<file path="src/rtl/opb_pkg.sv">
// Shared definitions for the OPB master arbiter: FSM state encoding, sizing
// constants and the round-robin pointer wrap helper.
package opb_pkg;

    localparam int OPB_MAX_MASTERS = 8;
    localparam int IDX_W           = 3;
    localparam int GRANT_WAIT      = 4;

    typedef enum logic [1:0] {
        ARB_IDLE  = 2'd0,
        ARB_GRANT = 2'd1,
        ARB_BUSY  = 2'd2
    } arb_state_t;

    // Next index after v in a ring of n masters.
    function automatic logic [IDX_W-1:0] wrap_inc(input logic [IDX_W-1:0] v, input int n);
        if (v == IDX_W'(n - 1)) begin
            return '0;
        end
        return v + IDX_W'(1);
    endfunction

endpackage

</file>
<file path="src/rtl/opb_master_arbiter_rr_pick.sv">
// Combinational rotating-priority picker: first requester at or after ptr,
// returned both one-hot and as an index.
module rr_pick
    import opb_pkg::*;
#(
    parameter int N = 4
) (
    input  logic [N-1:0]     req,
    input  logic [IDX_W-1:0] ptr,
    output logic [N-1:0]     onehot,
    output logic [IDX_W-1:0] idx,
    output logic             found
);

    localparam int PW = IDX_W + 1;

    logic [2*N-1:0] req2;
    logic [N-1:0]   rotated;
    logic [PW-1:0]  pos;

    // Doubling the request vector lets a plain right shift do the rotation.
    always_comb begin
        req2    = {req, req};
        rotated = N'(req2 >> ptr);
        onehot  = '0;
        idx     = '0;
        found   = 1'b0;
        pos     = '0;
        for (int unsigned i = 0; i < N; i++) begin
            if (!found && rotated[i]) begin
                found = 1'b1;
                pos   = {1'b0, ptr} + PW'(i);
                if (pos >= PW'(N)) begin
                    pos = pos - PW'(N);
                end
                idx    = pos[IDX_W-1:0];
                onehot = N'(1) << pos;
            end
        end
    end

endmodule

</file>
<file path="src/rtl/opb_master_arbiter.sv">
// Round-robin OPB master arbiter with bus-lock limit, select forwarding and
// slave-timeout generation.
module opb_master_arbiter
    import opb_pkg::*;
#(
    parameter int N_MASTERS   = 4,
    parameter int TIMEOUT_CYC = 16,
    parameter int LOCK_LIMIT  = 8
) (
    input  logic                 opb_clk,
    input  logic                 opb_rst_n,
    input  logic [N_MASTERS-1:0] m_request,
    input  logic [N_MASTERS-1:0] m_buslock,
    input  logic [N_MASTERS-1:0] m_select,
    input  logic                 opb_xferack,
    input  logic                 opb_errack,
    input  logic                 opb_retry,
    output logic [N_MASTERS-1:0] opb_mgrant,
    output logic                 opb_select,
    output logic                 opb_timeout,
    output logic [2:0]           owner_id,
    output logic                 grant_vld
);

    localparam logic [15:0] TO_TERM   = 16'(TIMEOUT_CYC - 1);
    localparam logic [31:0] LOCK_MAX  = 32'((LOCK_LIMIT > 0) ? LOCK_LIMIT - 1 : 0);
    localparam logic [2:0]  WAIT_TERM = 3'(GRANT_WAIT - 1);

    arb_state_t             state;
    logic [N_MASTERS-1:0]   mgrant;
    logic [IDX_W-1:0]       owner;
    logic [IDX_W-1:0]       rr_ptr;
    logic [31:0]            lock_cnt;
    logic [2:0]             wait_cnt;
    logic [15:0]            to_cnt;
    logic                   timeout_q;

    logic [N_MASTERS-1:0]   pick_onehot;
    logic [IDX_W-1:0]       pick_idx;
    logic                   pick_found;

    logic                   any_ack;
    logic                   own_sel;
    logic                   own_req;
    logic                   own_lock;
    logic                   lock_ok;
    logic                   done;

    rr_pick #(.N(N_MASTERS)) u_pick (
        .req    (m_request),
        .ptr    (rr_ptr),
        .onehot (pick_onehot),
        .idx    (pick_idx),
        .found  (pick_found)
    );

    assign opb_select  = |(m_select & mgrant);
    assign opb_mgrant  = mgrant;
    assign grant_vld   = |mgrant;
    assign owner_id    = owner;
    assign opb_timeout = timeout_q;

    assign any_ack  = opb_xferack | opb_errack | opb_retry;
    assign own_sel  = |(m_select & mgrant);
    assign own_req  = |(m_request & mgrant);
    assign own_lock = |(m_buslock & mgrant);
    // lock_cnt counts re-grants, so LOCK_LIMIT bounds total back-to-back transfers.
    assign lock_ok  = own_lock && ((LOCK_LIMIT == 0) || (lock_cnt < LOCK_MAX));
    // A transfer acked in the very cycle select first rises still ends cleanly.
    assign done     = (any_ack | timeout_q) &&
                      ((state == ARB_BUSY) || ((state == ARB_GRANT) && own_sel));

    always_ff @(posedge opb_clk) begin
        if (!opb_rst_n) begin
            to_cnt    <= '0;
            timeout_q <= 1'b0;
        end else begin
            timeout_q <= 1'b0;
            if (!opb_select || any_ack) begin
                to_cnt <= '0;
            end else if (to_cnt == TO_TERM) begin
                to_cnt    <= '0;
                timeout_q <= 1'b1;
            end else begin
                to_cnt <= to_cnt + 16'd1;
            end
        end
    end

    always_ff @(posedge opb_clk) begin
        if (!opb_rst_n) begin
            state    <= ARB_IDLE;
            mgrant   <= '0;
            owner    <= '0;
            rr_ptr   <= '0;
            lock_cnt <= '0;
            wait_cnt <= '0;
        end else begin
            case (state)
                ARB_IDLE: begin
                    if (pick_found) begin
                        mgrant   <= pick_onehot;
                        owner    <= pick_idx;
                        wait_cnt <= '0;
                        state    <= ARB_GRANT;
                    end
                end
                ARB_GRANT, ARB_BUSY: begin
                    if (done) begin
                        if (lock_ok) begin
                            lock_cnt <= lock_cnt + 32'd1;
                            wait_cnt <= '0;
                            state    <= ARB_GRANT;
                        end else begin
                            mgrant   <= '0;
                            rr_ptr   <= wrap_inc(owner, N_MASTERS);
                            lock_cnt <= '0;
                            state    <= ARB_IDLE;
                        end
                    end else if (state == ARB_GRANT) begin
                        if (own_sel) begin
                            state <= ARB_BUSY;
                        end else if (!own_req || (wait_cnt == WAIT_TERM)) begin
                            // Advance past the abandoned owner so the next requester is served.
                            mgrant   <= '0;
                            rr_ptr   <= wrap_inc(owner, N_MASTERS);
                            lock_cnt <= '0;
                            state    <= ARB_IDLE;
                        end else begin
                            wait_cnt <= wait_cnt + 3'd1;
                        end
                    end
                end
                default: begin
                    mgrant <= '0;
                    state  <= ARB_IDLE;
                end
            endcase
        end
    end

endmodule
</file>
<file path="config.mk">
export PLATFORM = sky130hd
export DESIGN_NAME = opb_master_arbiter
export DESIGN_NICKNAME = d
export VERILOG_FILES = /design/src/rtl/opb_pkg.sv /design/src/rtl/opb_master_arbiter_rr_pick.sv /design/src/rtl/opb_master_arbiter.sv
export SDC_FILE = /design/constraint.sdc
export NUM_CORES = 1
export LEC_CHECK = 0
export ABC_AREA = 0
export CORE_ASPECT_RATIO = 0.6
export CORE_UTILIZATION = 42
export CTS_BUF_LIST = sky130_fd_sc_hd__clkbuf_2 sky130_fd_sc_hd__clkbuf_4 sky130_fd_sc_hd__clkbuf_8
export DETAILED_ROUTE_END_ITERATION = 16
export GPL_ROUTABILITY_DRIVEN = 0
export GPL_TIMING_DRIVEN = 0
export PLACE_DENSITY = 0.65
export RECOVER_POWER = 100
export SYNTH_ARGS = -nofsm -noshare
export SYNTH_HDL_FRONTEND = slang
export SYNTH_SLANG_ARGS = --single-unit
</file>
<file path="constraint.sdc">
create_clock -name opb_clk -period 1.9 [get_ports opb_clk]
set_input_delay 0.475 -clock opb_clk [delete_from_list [all_inputs] [get_ports opb_clk]]
set_output_delay 0.475 -clock opb_clk [all_outputs]
set_load 0.05 [all_outputs]
</file>
==> reports/results.tsv <==
metric	value	unit
outcome	complete, but fails checks	
violations	setup timing	
route.detailed.wl_per_inst	17.35	µm
crit_type	in -> reg	
power_per_cell_area	1112	mW/mm²
grt_first_pass_wirelength	14680	µm
fraction_of_final_layout_cells_with_drive_strength_greater_than_1	36.00	%
grt_max_degree	11	
finalWorstSetupSlack	-0.1329	ns
die-area	0.008320	mm²
detail_routed_via_count_per_cell	5.753	
clock_skew	0.009220	ns
critical_path_capture_point_type	register	
async_reset_ff_share	0	%
global_route.usage.total	23.69	%
hold_viol_final	0	
yosysWarnings	0	
maxClockFrequency	491.9	MHz
clock_latency_at_the_later_pin_of_the_worst_skew_pair	0.35	ns
layout_commonest_cell	sky130_fd_sc_hd__dfxtp_1	
layout.cells.most_common_list	sky130_fd_sc_hd__dfxtp_1, sky130_fd_sc_hd__nor2_1, sky130_fd_sc_hd__buf_4, sky130_fd_sc_hd__nand2_1, sky130_fd_sc_hd__nand4_1	
synth_edf_count	0	
post-synth-top-area-fraction	38.38	%
tritoncts_clock_tree	done	
relSlewSlack	65.40	%
post_cts_hold_buffer_count	0	
synthCells	371	
fillerInstances	593	
detail_route.first_pass.iterations	5	
power.leakage	1.748	nW
num_vias	3187	
nets	474	
grt_setup_unrepaired	true	
fin_worst_hold_slack	0.4704	ns
yosysUniqueCellTypes	68	
placementRows	24	
worstHoldPathType	reg -> reg	
detailed_place_hpwl	6198	µm
post-route-drc-count	0	
postRouteAntennaNets	0	
synthesis.nets	399	
largest_family_of_logic_cells_by_synthesized_area	simple AND/OR/NAND/NOR gates	
postLayoutCoreUtil	62.94	%
synth_seq_area_share	38.38	%
cts_sinks	64	
max_cap_violations	0	
htree_levels	3	
final.min_clock_period	2.033	ns
setup_viol	43	
die_height	71.06	µm
crit_path_max_fanout	6	
multi_input_area	0.002322	mm²
cp.arrival	2.27	ns
worst-slew-pin-transition	0.5190	ns
synth-simple-area-share	27.51	%
crit_path_max_incr_delay	0.51	ns
yosys_register_bits	64	
avgSynthCellArea	8.998	µm²
timing.critical_path.cells	clkdlybuf4s15_1 -> o41a_4 -> a311o_2 -> o311ai_4 -> buf_6 -> buf_12 -> mux2i_1 -> nor2_1	
clk_pin_slew	0.07	ns
synthesis.area	0.003338	mm²
post_synthesis_xor_xnor_area_fraction	3.936	%
crit_buf_inv	3	
synth.area.mux_share	3.861	%
ir_worst_vdd	0.6798	mV
routed_wl	9610	µm
startpoint_type	primary input	
slew_violations	0	
synth-compound-area-share	18.33	%
regArea	0.001313	mm²
coreArea	0.007477	mm²
start_util	44.65	%
clockBufferDepth	2	
grt_antenna_before_repair	0	
ys_dominant_reg_cell	sky130_fd_sc_hd__dfxtp_1	
synth_largest_area_cell	sky130_fd_sc_hd__dfxtp_1	
yosys.area_share.adder	4.123	%
synth.top_cells.by_area	sky130_fd_sc_hd__dfxtp_1, sky130_fd_sc_hd__nor2_1, sky130_fd_sc_hd__ha_1	
clock_tree.root_cell	sky130_fd_sc_hd__clkbuf_8	
post-route-period-util	107.0	%
drt_iter0_markers	280	
cts_buf_count	9	
number_of_global_route_vias_before_repair	2810	
cp_delay_by_family_top	compound AO/OA/AOI/OAI gates	
io_buffer_count	26	
cpMaxStageDelayCell	sky130_fd_sc_hd__o41a_4	
antenna_cells	0	
die_x	117.1	µm
wp_data_required	2.14	ns
area_growth_syn_to_layout	40.97	%
io-pin-count	27	
grt_overflow	0	
## routing by layer
| layer | part of all wire [%] | track usage [%] | routed length, µm |
|---|---|---|---|
| met5 | 0 | 0 | 0 |
| met1 | 50 | 36.36 | 4818 |
| met2 | 43 | 30.83 | 4116 |
| met4 | 0.66 | 6.892 | 63 |
| met3 | 6.3 | 7.541 | 610 |
## flip-flops by register name (all words and copies together), names as in the netlist
signal and cells:
lock_cnt 32, opb_mgrant 4, opb_timeout 1, owner_id 3
rr_ptr 3, state 2, to_cnt 16, wait_cnt 3
## cells by family (layout without fill, tap and decap cells)
logic type	Yosys count	count (layout)
adders and majority gates	11	11
muxes	11	11
and+or+nand+nor	167	168
xor gates and xnor gates	15	15
AOI/OAI and AO/OA	75	75
buffers and inverters	28	106
DFF	64	64
## area by class of cell
type                    count  share of cell area [%]
multi-input cells         280                   49.35
plain buffers              11                   2.127
clock inverters             3                  0.8508
repair buffers             64                   12.10
well taps                 104                   2.765
clock buffers              12                   3.510
flip-flops and latches     64                   27.89
inverters                  16                   1.409
## worst paths after layout
check	startpoint	endpoint	slack [ns]	cells past startpoint
setup reg to reg	state[1]$_SDFFE_PN0P_	rr_ptr[1]$_SDFFE_PN0P_	-0.12	11
hold / removal	to_cnt[0]$_SDFF_PP0_	to_cnt[0]$_SDFF_PP0_	0.47	1
hold reg to reg	to_cnt[0]$_SDFF_PP0_	to_cnt[0]$_SDFF_PP0_	0.47	1
setup / recovery	opb_errack	rr_ptr[1]$_SDFFE_PN0P_	-0.13	8
## synthesized netlist by cell type (all sizes together) (9+ instances only)
library cell  count
dfxtp            64
nor2             58
nand2            21
a21oi            17
inv              16
nand4            14
ha               11
nand3            11
and3             10
nor4             10
xor2             10
nor3              9
## timing repair
item / 4_1_cts / 5_1_grt
setup buffers: 17 / 19
gates resized for setup: 92 / 79
cloned: 3 / 1
setup endpoints to repair: 67 / 58
pin swaps: 26 / 42
## report_power, final
part           internal, mW  total, mW  switching [mW]
logic                  1.17       2.49            1.32
clock network         0.701       1.22           0.518
registers              1.42       1.53           0.102
total                  3.29       5.23            1.94
## worst register-to-register path: stages, from the launching register on
cell and delay, ns:
sky130_fd_sc_hd__dfxtp_4 0.37, sky130_fd_sc_hd__inv_4 0.07, sky130_fd_sc_hd__ha_4 0.15, sky130_fd_sc_hd__o41ai_4 0.09, sky130_fd_sc_hd__a21oi_4 0.20, sky130_fd_sc_hd__buf_4 0.17
sky130_fd_sc_hd__nor2_4 0.05, sky130_fd_sc_hd__o311ai_4 0.27, sky130_fd_sc_hd__buf_6 0.19, sky130_fd_sc_hd__buf_12 0.12, sky130_fd_sc_hd__mux2i_1 0.17, sky130_fd_sc_hd__nor2_1 0.06
## stage by stage
stage / cell area (µm²) / cells / setup WS, ns / setup TNS (ns) / power, mW
floorplan: 3401 / 371 / -0.08423 / -0.6319 / 2.795
global placement: 3791 / 501 / -0.9274 / -42.45 / 3.202
detailed placement: 3791 / 501 / -0.9339 / -42.83 / 3.219
CTS: 4337 / 535 / -0.1288 / -2.762 / 4.867
global route: 4706 / 554 / -0.1918 / -5.760 / 5.452
finish: 4706 / 554 / -0.1329 / -3.032 / 5.234
Note: power is estimated with default switching activity, not from simulation.
